<file path="config.mk">
export PLATFORM = sky130hd
export DESIGN_NAME = instr_fetch_flat
export DESIGN_NICKNAME = d
export VERILOG_FILES = /design/src/rtl/instr_fetch_if.sv /design/src/rtl/instr_fetch.sv /design/src/flat_wrapper.sv
export SDC_FILE = /design/constraint.sdc
export NUM_CORES = 1
export LEC_CHECK = 0
export CAP_MARGIN = 25
export CORE_UTILIZATION = 59
export CTS_CLUSTER_DIAMETER = 60
export DETAILED_ROUTE_END_ITERATION = 8
export PLACE_DENSITY = 0.95
export SYNTH_ARGS = -nofsm -noshare
export SYNTH_HDL_FRONTEND = slang
export SYNTH_SLANG_ARGS = --single-unit
</file>
<file path="constraint.sdc">
create_clock -name clk -period 6.5 [get_ports clk]
set_input_delay 0.65 -clock clk [delete_from_list [all_inputs] [get_ports clk]]
set_output_delay 0.65 -clock clk [all_outputs]
set_load 0.02 [all_outputs]
</file>
<file path="src/rtl/instr_fetch_if.sv">
// Bus bundle for the instruction fetch unit: fetch control, BRAM read port
// and the decoder-facing instruction stream.
interface instr_fetch_if #(
    parameter int DEPTH = 4
);
    localparam int CW = $clog2(DEPTH) + 1;

    logic          en;
    logic          redirect;
    logic [31:0]   redirect_pc;
    logic          mem_en;
    logic [31:0]   mem_addr;
    logic [31:0]   mem_rdata;
    logic          out_valid;
    logic          out_ready;
    logic [31:0]   out_instr;
    logic [31:0]   out_pc;
    logic [CW-1:0] count;

    // Fetch unit side.
    modport master (
        input  en, redirect, redirect_pc, mem_rdata, out_ready,
        output mem_en, mem_addr, out_valid, out_instr, out_pc, count
    );

    // Environment side: core control, BRAM and decoder.
    modport slave (
        output en, redirect, redirect_pc, mem_rdata, out_ready,
        input  mem_en, mem_addr, out_valid, out_instr, out_pc, count
    );
endinterface

</file>
<file path="src/rtl/instr_fetch.sv">
// Instruction fetch unit with a DEPTH-entry prefetch buffer in front of a
// one-cycle-latency instruction BRAM. Reads are issued only when a buffer
// slot is guaranteed for the returning word (credit = count + in-flight).
// DEPTH must be a power of two, at least 2, so the pointers wrap naturally.
module instr_fetch #(
    parameter int          DEPTH    = 4,
    parameter logic [31:0] RESET_PC = 32'h0000_0000
) (
    input  logic          clk,
    input  logic          rst,
    instr_fetch_if.master bus
);
    localparam int PW = $clog2(DEPTH);
    localparam int CW = PW + 1;

    logic [31:0]   fetch_pc;
    logic          pend;
    logic [31:0]   pend_pc;
    logic [PW-1:0] head;
    logic [PW-1:0] tail;
    logic [CW-1:0] fill_count;
    logic [31:0]   buf_instr [DEPTH];
    logic [31:0]   buf_pc    [DEPTH];

    logic [CW:0]   credit_used;
    logic          issue;
    logic          push;
    logic          pop;

    // Credit check uses the occupancy before this cycle's push/pop; holding
    // reads off during reset keeps mem_en low while rst is asserted.
    assign credit_used = {1'b0, fill_count} + {{CW{1'b0}}, pend};
    assign issue = rst & bus.en & ~bus.redirect & (credit_used < (CW+1)'(DEPTH));
    assign push  = pend & ~bus.redirect;
    assign pop   = (fill_count != '0) & bus.out_ready & ~bus.redirect;

    assign bus.mem_en    = issue;
    assign bus.mem_addr  = fetch_pc;
    assign bus.out_valid = (fill_count != '0);
    assign bus.out_instr = buf_instr[head];
    assign bus.out_pc    = buf_pc[head];
    assign bus.count     = fill_count;

    // Fetch PC, in-flight tracking and buffer pointers; redirect flushes all.
    always_ff @(posedge clk or negedge rst) begin
        if (!rst) begin
            fetch_pc   <= RESET_PC;
            pend       <= 1'b0;
            pend_pc    <= 32'h0;
            head       <= '0;
            tail       <= '0;
            fill_count <= '0;
        end else if (bus.redirect) begin
            fetch_pc   <= bus.redirect_pc;
            pend       <= 1'b0;
            head       <= '0;
            tail       <= '0;
            fill_count <= '0;
        end else begin
            pend <= issue;
            if (issue) begin
                fetch_pc <= fetch_pc + 32'd1;
                pend_pc  <= fetch_pc;
            end
            if (push) begin
                tail <= tail + PW'(1);
            end
            if (pop) begin
                head <= head + PW'(1);
            end
            case ({push, pop})
                2'b10:   fill_count <= fill_count + CW'(1);
                2'b01:   fill_count <= fill_count - CW'(1);
                default: fill_count <= fill_count;
            endcase
        end
    end

    // Buffer storage needs no reset: entries are only visible once counted.
    always_ff @(posedge clk) begin
        if (push) begin
            buf_instr[tail] <= bus.mem_rdata;
            buf_pc[tail]    <= pend_pc;
        end
    end
endmodule
</file>
<file path="src/flat_wrapper.sv">
// flat-port wrapper written by rule: the top's interface ports become plain ports
module instr_fetch_flat 
#(
    parameter int          DEPTH    = 4,
    parameter logic [31:0] RESET_PC = 32'h0000_0000
)
  (clk, rst, bus_en, bus_redirect, bus_redirect_pc, bus_mem_rdata, bus_out_ready, bus_mem_en, bus_mem_addr, bus_out_valid, bus_out_instr, bus_out_pc, bus_count);
  instr_fetch_if #(.DEPTH(DEPTH)) bus_i ();
  input  logic clk;
  input  logic rst;
  input wire logic [$bits(bus_i.en)-1:0] bus_en;
  input wire logic [$bits(bus_i.redirect)-1:0] bus_redirect;
  input wire logic [$bits(bus_i.redirect_pc)-1:0] bus_redirect_pc;
  input wire logic [$bits(bus_i.mem_rdata)-1:0] bus_mem_rdata;
  input wire logic [$bits(bus_i.out_ready)-1:0] bus_out_ready;
  output wire logic [$bits(bus_i.mem_en)-1:0] bus_mem_en;
  output wire logic [$bits(bus_i.mem_addr)-1:0] bus_mem_addr;
  output wire logic [$bits(bus_i.out_valid)-1:0] bus_out_valid;
  output wire logic [$bits(bus_i.out_instr)-1:0] bus_out_instr;
  output wire logic [$bits(bus_i.out_pc)-1:0] bus_out_pc;
  output wire logic [$bits(bus_i.count)-1:0] bus_count;
  assign bus_i.en = bus_en;
  assign bus_i.redirect = bus_redirect;
  assign bus_i.redirect_pc = bus_redirect_pc;
  assign bus_i.mem_rdata = bus_mem_rdata;
  assign bus_i.out_ready = bus_out_ready;
  assign bus_mem_en = bus_i.mem_en;
  assign bus_mem_addr = bus_i.mem_addr;
  assign bus_out_valid = bus_i.out_valid;
  assign bus_out_instr = bus_i.out_instr;
  assign bus_out_pc = bus_i.out_pc;
  assign bus_count = bus_i.count;
  instr_fetch #(.DEPTH(DEPTH), .RESET_PC(RESET_PC)) u_core (.clk(clk), .rst(rst), .bus(bus_i));
endmodule
</file>
Yosys cells after proc, flatten, opt, wreduce, memory -nomap -nowiden
Memories as Yosys holds them, arrays and structs flattened.
Cells that the tools add are included.
{ "word_totals": {"latch_bits": 0, "mem_count": 2, "reg_bits": 72, "elab_cells": 41, "mem_bits_ro": 0, "ram_bits": 256, "in_bits": 69} }
{ "op_classes": {"n_mux": 11, "eq_ne": 2, "n_div": 0, "add_sub_neg": 6, "shift": 0, "bitwise_logic": 7, "order_cmp": 1, "multipliers": 0, "n_reduce_logical": 6} }
{ "memory_table": {"columns": ["name", "depth", "word_bits", "rd", "rd_ports_with_merged_regs", "write_ports", "line", "source"], "rows": [
  ["u_core.buf_instr", 4, 32, 1, 0, 1, "instr_fetch.sv:22", "logic [31:0] buf_instr [DEPTH];"],
  ["u_core.buf_pc", 4, 32, 1, 0, 1, "instr_fetch.sv:23", "logic [31:0] buf_pc [DEPTH];"]
]} }
{ "ops": {"columns": ["cell", "n"], "rows": [
  ["$mux W32", 2],
  ["$add A32 B1 Y32 const B", 1],
  ["$mux W2", 4],
  ["$and A1 B1 Y1", 6],
  ["$pmux W3 S2", 1],
  ["$reduce_bool A2 Y1", 3],
  ["$reduce_bool A3 Y1", 2],
  ["$add A2 B1 Y2 const B", 2],
  ["$add A3 B1 Y4", 1],
  ["$lt A4 B3 Y1 const B", 1],
  ["$add A3 B1 Y3 const B", 1],
  ["$mux W1", 3],
  ["$mux W3", 1],
  ["$sub A3 B1 Y3 const B", 1],
  ["$eq A2 B1 Y1 const B", 1],
  ["$eq A2 B2 Y1 const B", 1],
  ["$reduce_and A2 Y1", 1],
  ["$not A1 Y1", 1]
]} }

Logic depth before layout (Yosys ltp)
{ "depth": {"depth_word": 6, "mapped_depth": 9, "ltp_nobuf": 7} }

Worst setup path after synthesis
No wires, ideal clock.
{ "synth_timing": {"kind": "input port to flip-flop", "from": "input port bus_redirect", "to": "memory u_core.buf_instr[0][0] (enable)", "arrival_ps": 2529, "cell_stages": 3, "setup_slack_ps": 3542, "required_time_ps": 6071, "setup_time_ps": 429, "cell_sequence": "clkbuf_1 nor2b_1 and2_1"} }
{ "synth_between": {"elab_chain_cells": 4} }
{ "synth_rtl": {"columns": ["element", "line", "source"], "rows": [
  ["from (decl)", "flat_wrapper.sv:12", "input wire logic [$bits(bus_i.redirect)-1:0] bus_redirect;"],
  ["$not A1 Y1 (no source line)", null, null],
  ["$and A1 B1 Y1", "instr_fetch.sv:34", "assign push = pend & ~bus.redirect;"],
  ["$mux W1", "instr_fetch.sv:81", "if (push) begin"],
  ["$mux W1 (not written as such)", "instr_fetch.sv:82", "buf_instr[tail] <= bus.mem_rdata;"],
  ["to (decl)", "instr_fetch.sv:22", null]
]} }
Every way passes these cells.

Worst setup path after layout
{ "layout_timing": {"from": "register u_core.head[0]", "to": "output port bus_out_pc[16]"} }
{ "layout_between": {"elab_chain_cells": 1} }
{ "layout_rtl": {"columns": ["element", "line", "source"], "rows": [
  ["from (decl)", "instr_fetch.sv:19", "logic [PW-1:0] head;"],
  ["from (signal assigned)", "instr_fetch.sv:69", "head <= head + PW'(1);"],
  ["$mem_v2 Z4 W32", null, null],
  ["to (decl)", "flat_wrapper.sv:20", "output wire logic [$bits(bus_i.out_pc)-1:0] bus_out_pc;"]
]} }
Every way passes these cells.

==> reports/qor.yml <==
die_h_um: 150
fin_util_pct: 74.4
tightest_slew_ns: 0.993
worstPathCellList: "buf_4 > mux4_2 > clkdlybuf4s50_1"
synth.avg_cell_area_um2: 17.2
max_freq_mhz: 252
finClkSkew_ns: 0.0115
gp_congestion: 0.889
die_w_um: 150
internal_power_mw: 4.15
power.share.switching_pct: 27.6
r2r_slack_ns: 4.08
timing.rr.end: "u_core.bus.mem_addr[20]"
cts_tree: "yes"
start_kind: "register"
drt_wl_total_um: 26600
drive_gt1_share_pct: 13.9
fp.dieArea_mm2: 0.0224
postRouteAntennaNets: 0
syn2layout_area_growth_pct: 22.9
p_per_area_mw_per_mm2: 363
setup_viol: 0
worstPathArrival_ns: 3.31
globalRouteTotalUtil_pct: 24.4
tns_ns: 0
antenna_cells: 0
vias_per_cell: 6.09
synth_enable_flop_cells: 256
h-tree-depth: 1
initial_core_util_pct: 60.6
grt_pass1_wl_um: 41200
core_mm2: 0.0212
crit_family: "buffers and inverters"
rsz0062_at_grt: "false"
synth_fp_nets: 820
timing.slew.headroom_pct: 33.8
comb_power_share_pct: 21.8
grt-ovfl-total: 0
nets: 991
drc: 0
rows: 53
cpPeakStageDelay_ns: 0.98
cap_violations: 0
antenna_found_initial: 0
worstPathBufferInverterCount: 2
drt_iter0_markers: 811
cp-end-kind: "output pin"
crit_path_top_delay_cell: "dfrtp_4"
portBuffers: 169
ctsResizeCount: 0
path_class: "register to output pin"
cts_root_buf: "clkbuf_16"
p_leak_nw: 5.54
clock_latency_ns: 0.54
grt_pass1_vias: 7557
cts-hold-fix-buffers: 0
synthCells: 745
synthArstFlopShare_pct: 22.0
slew_viol_final: 0
routedWlPerCell_um: 21.9
cts_setup_buffers: 0
period_minus_slack_ns: 3.96
grt_max_degree: 74
crit_fanout: 40
r2r_start: "u_core.pend"
first_pass_iters: 5
cts_made_buffers: 31
seq_power_share_pct: 48.4
post-route-period-util_pct: 61.0
hold_viol_final: 0
clkSinkCount: 328
hold_path.class: "primary input to async pin"
ys.warnings.count: 0
irDropWorstVdd_v: 0.000229
ys_seq_area_share_pct: 73.8
switchingPower_mw: 1.59
vias: 7395
syn-cell-area_mm2: 0.0129
ys.flop_type: "edfxtp_1"
ys_ff_latch: 328
pwr-share-clk_pct: 29.8
clkTransAtPathRegs_ns: 0.06
clock_path_buffers: 3
r2r_cells: 8
status: "finished, final reports clean"
io_pins: 170
dp_hpwl_um: 16100
synth.distinct_cells: 42
crit_required_ns: 5.85
-- worst reg2reg max path, cell delays in order (launching register included) --
cell and delay [ns]:
dfrtp_1 0.49, nand3_1 0.18, nand4_4 0.12, inv_1 0.10, buf_4 0.42, nor2_1 0.32, buf_6 0.22, a21o_1 0.16
a221o_1 0.29
-- flip-flops by register name, summed over array words and instances (netlist names) --
register             count
u_core.bus.count         3
u_core.buf_pc          128
u_core.buf_instr       128
u_core.head              2
u_core.pend              1
u_core.tail              2
u_core.bus.mem_addr     32
u_core.pend_pc          32
-- logic make-up after synthesis --
logic type	after synthesis	synth area share, %
flip-flops	328	73.8
AND/OR/NAND/NOR	224	8.46
multiplexers	67	11.4
AO/OA/AOI/OAI	66	3.56
buffers and inverters	46	1.50
XOR/XNOR	8	0.545
adder cells (fa/ha/maj)	6	0.643
-- through the flow --
stage | hold slack [ns] | setup slack [ns] | cells | power, mW | area [um2]
2_1_floorplan | 0.354 | 3.54 | 745 | 3.49 | 12900
3_3_place_gp | 0.490 | 2.95 | 1156 | 4.02 | 14800
3_5_place_dp | 0.499 | 3.01 | 1157 | 4.08 | 14800
4_1_cts | 0.282 | 2.44 | 1214 | 5.77 | 15800
5_1_grt | 0.00944 | 2.31 | 1215 | 5.95 | 15800
6_report | 0.00359 | 2.54 | 1215 | 5.74 | 15800
-- metal layers --
| metal | GRT usage [%] | vias up | share of wire (%) |
|---|---|---|---|
| met2 | 41.2 | 425 | 51 |
| met5 | 0 | - | 0 |
| met3 | 4.09 | 39 | 8.5 |
| met4 | 6.07 | 0 | 1.6 |
| met1 | 33.4 | 3662 | 39 |
| li1 | - | 3269 | - |
-- power groups by stage --
| stage | combinational [mW] | sequential [mW] | clock [mW] |
|---|---|---|---|
| final | 1.25 | 2.78 | 1.71 |
| after global routing | 1.33 | 2.82 | 1.81 |
| after CTS | 1.26 | 2.78 | 1.73 |
| after detailed placement | 1.26 | 2.82 | 0 |
| after global placement | 1.22 | 2.80 | 0 |
| after floorplan | 0.787 | 2.70 | 0 |
-- cells in the mapped netlist (all sizes together) (4+ instances only) --
| cell | instances | share of area (%) |
|---|---|---|
| a21o | 5 | 0.29 |
| a21oi | 6 | 0.23 |
| a22oi | 5 | 0.29 |
| a31oi | 5 | 0.24 |
| and2 | 6 | 0.29 |
| and3 | 10 | 0.49 |
| buf | 21 | 0.77 |
| clkbuf | 17 | 0.50 |
| dfrtp | 72 | 14 |
| edfxtp | 256 | 60 |
| ha | 5 | 0.49 |
| inv | 8 | 0.23 |
| mux4 | 64 | 11 |
| nand2 | 125 | 3.7 |
| nand3 | 25 | 0.97 |
| nand4 | 17 | 1.1 |
| nor2 | 21 | 0.69 |
| nor3 | 6 | 0.23 |
| o211ai | 7 | 0.41 |
| o21ai | 17 | 0.66 |
| o311ai | 10 | 0.68 |
| or3 | 4 | 0.19 |
| or4 | 6 | 0.35 |
| xor2 | 5 | 0.34 |
-- how the worst max path moves through the flow --
| stage | start | to | slack, ns | depth (start not counted) |
|---|---|---|---|---|
| after CTS | u_core.head[0] | bus_out_instr[13] | 2.44 | 3 |
| after global placement | bus_redirect | u_core.bus.mem_addr[7] | 2.95 | 9 |
| after global routing | u_core.head[0] | bus_out_instr[13] | 2.31 | 3 |
| after detailed placement | u_core.head[0] | bus_out_instr[13] | 3.01 | 3 |
| after floorplan | bus_redirect | u_core.buf_instr[0][0] | 3.54 | 3 |
| final | u_core.head[0] | bus_out_pc[16] | 2.54 | 3 |
-- placed cells by master (no fill, tap or decap), types with 5 or more instances in the layout --
| master | count |
|---|---|
| clkinv_1 | 7 |
| nand3_1 | 25 |
| a22oi_1 | 5 |
| o311ai_0 | 10 |
| o21ai_0 | 17 |
| a31oi_1 | 5 |
| nor3_1 | 6 |
| or4_1 | 6 |
| o211ai_1 | 7 |
| a21o_1 | 5 |
| a21oi_1 | 6 |
| clkbuf_16 | 31 |
| xor2_1 | 5 |
| edfxtp_1 | 256 |
| mux4_2 | 64 |
| buf_4 | 6 |
| nor2_1 | 19 |
| nand2_1 | 125 |
| ha_1 | 5 |
| inv_1 | 8 |
| clkdlybuf4s50_1 | 168 |
| dfrtp_1 | 70 |
| and3_1 | 10 |
| clkinv_2 | 5 |
| clkbuf_1 | 6 |
| nand4_1 | 12 |
-- layout make-up --
cell class	count	area [um2]
Sequential cell	328	9490
Fill cell	1203	5420
Multi-Input combinational cell	371	3190
Timing Repair Buffer	176	1770
Clock buffer	40	840
Tap cell	275	344
Clock inverter	17	135
Inverter	8	30.0
Note: power is estimated with default switching activity, not from simulation.
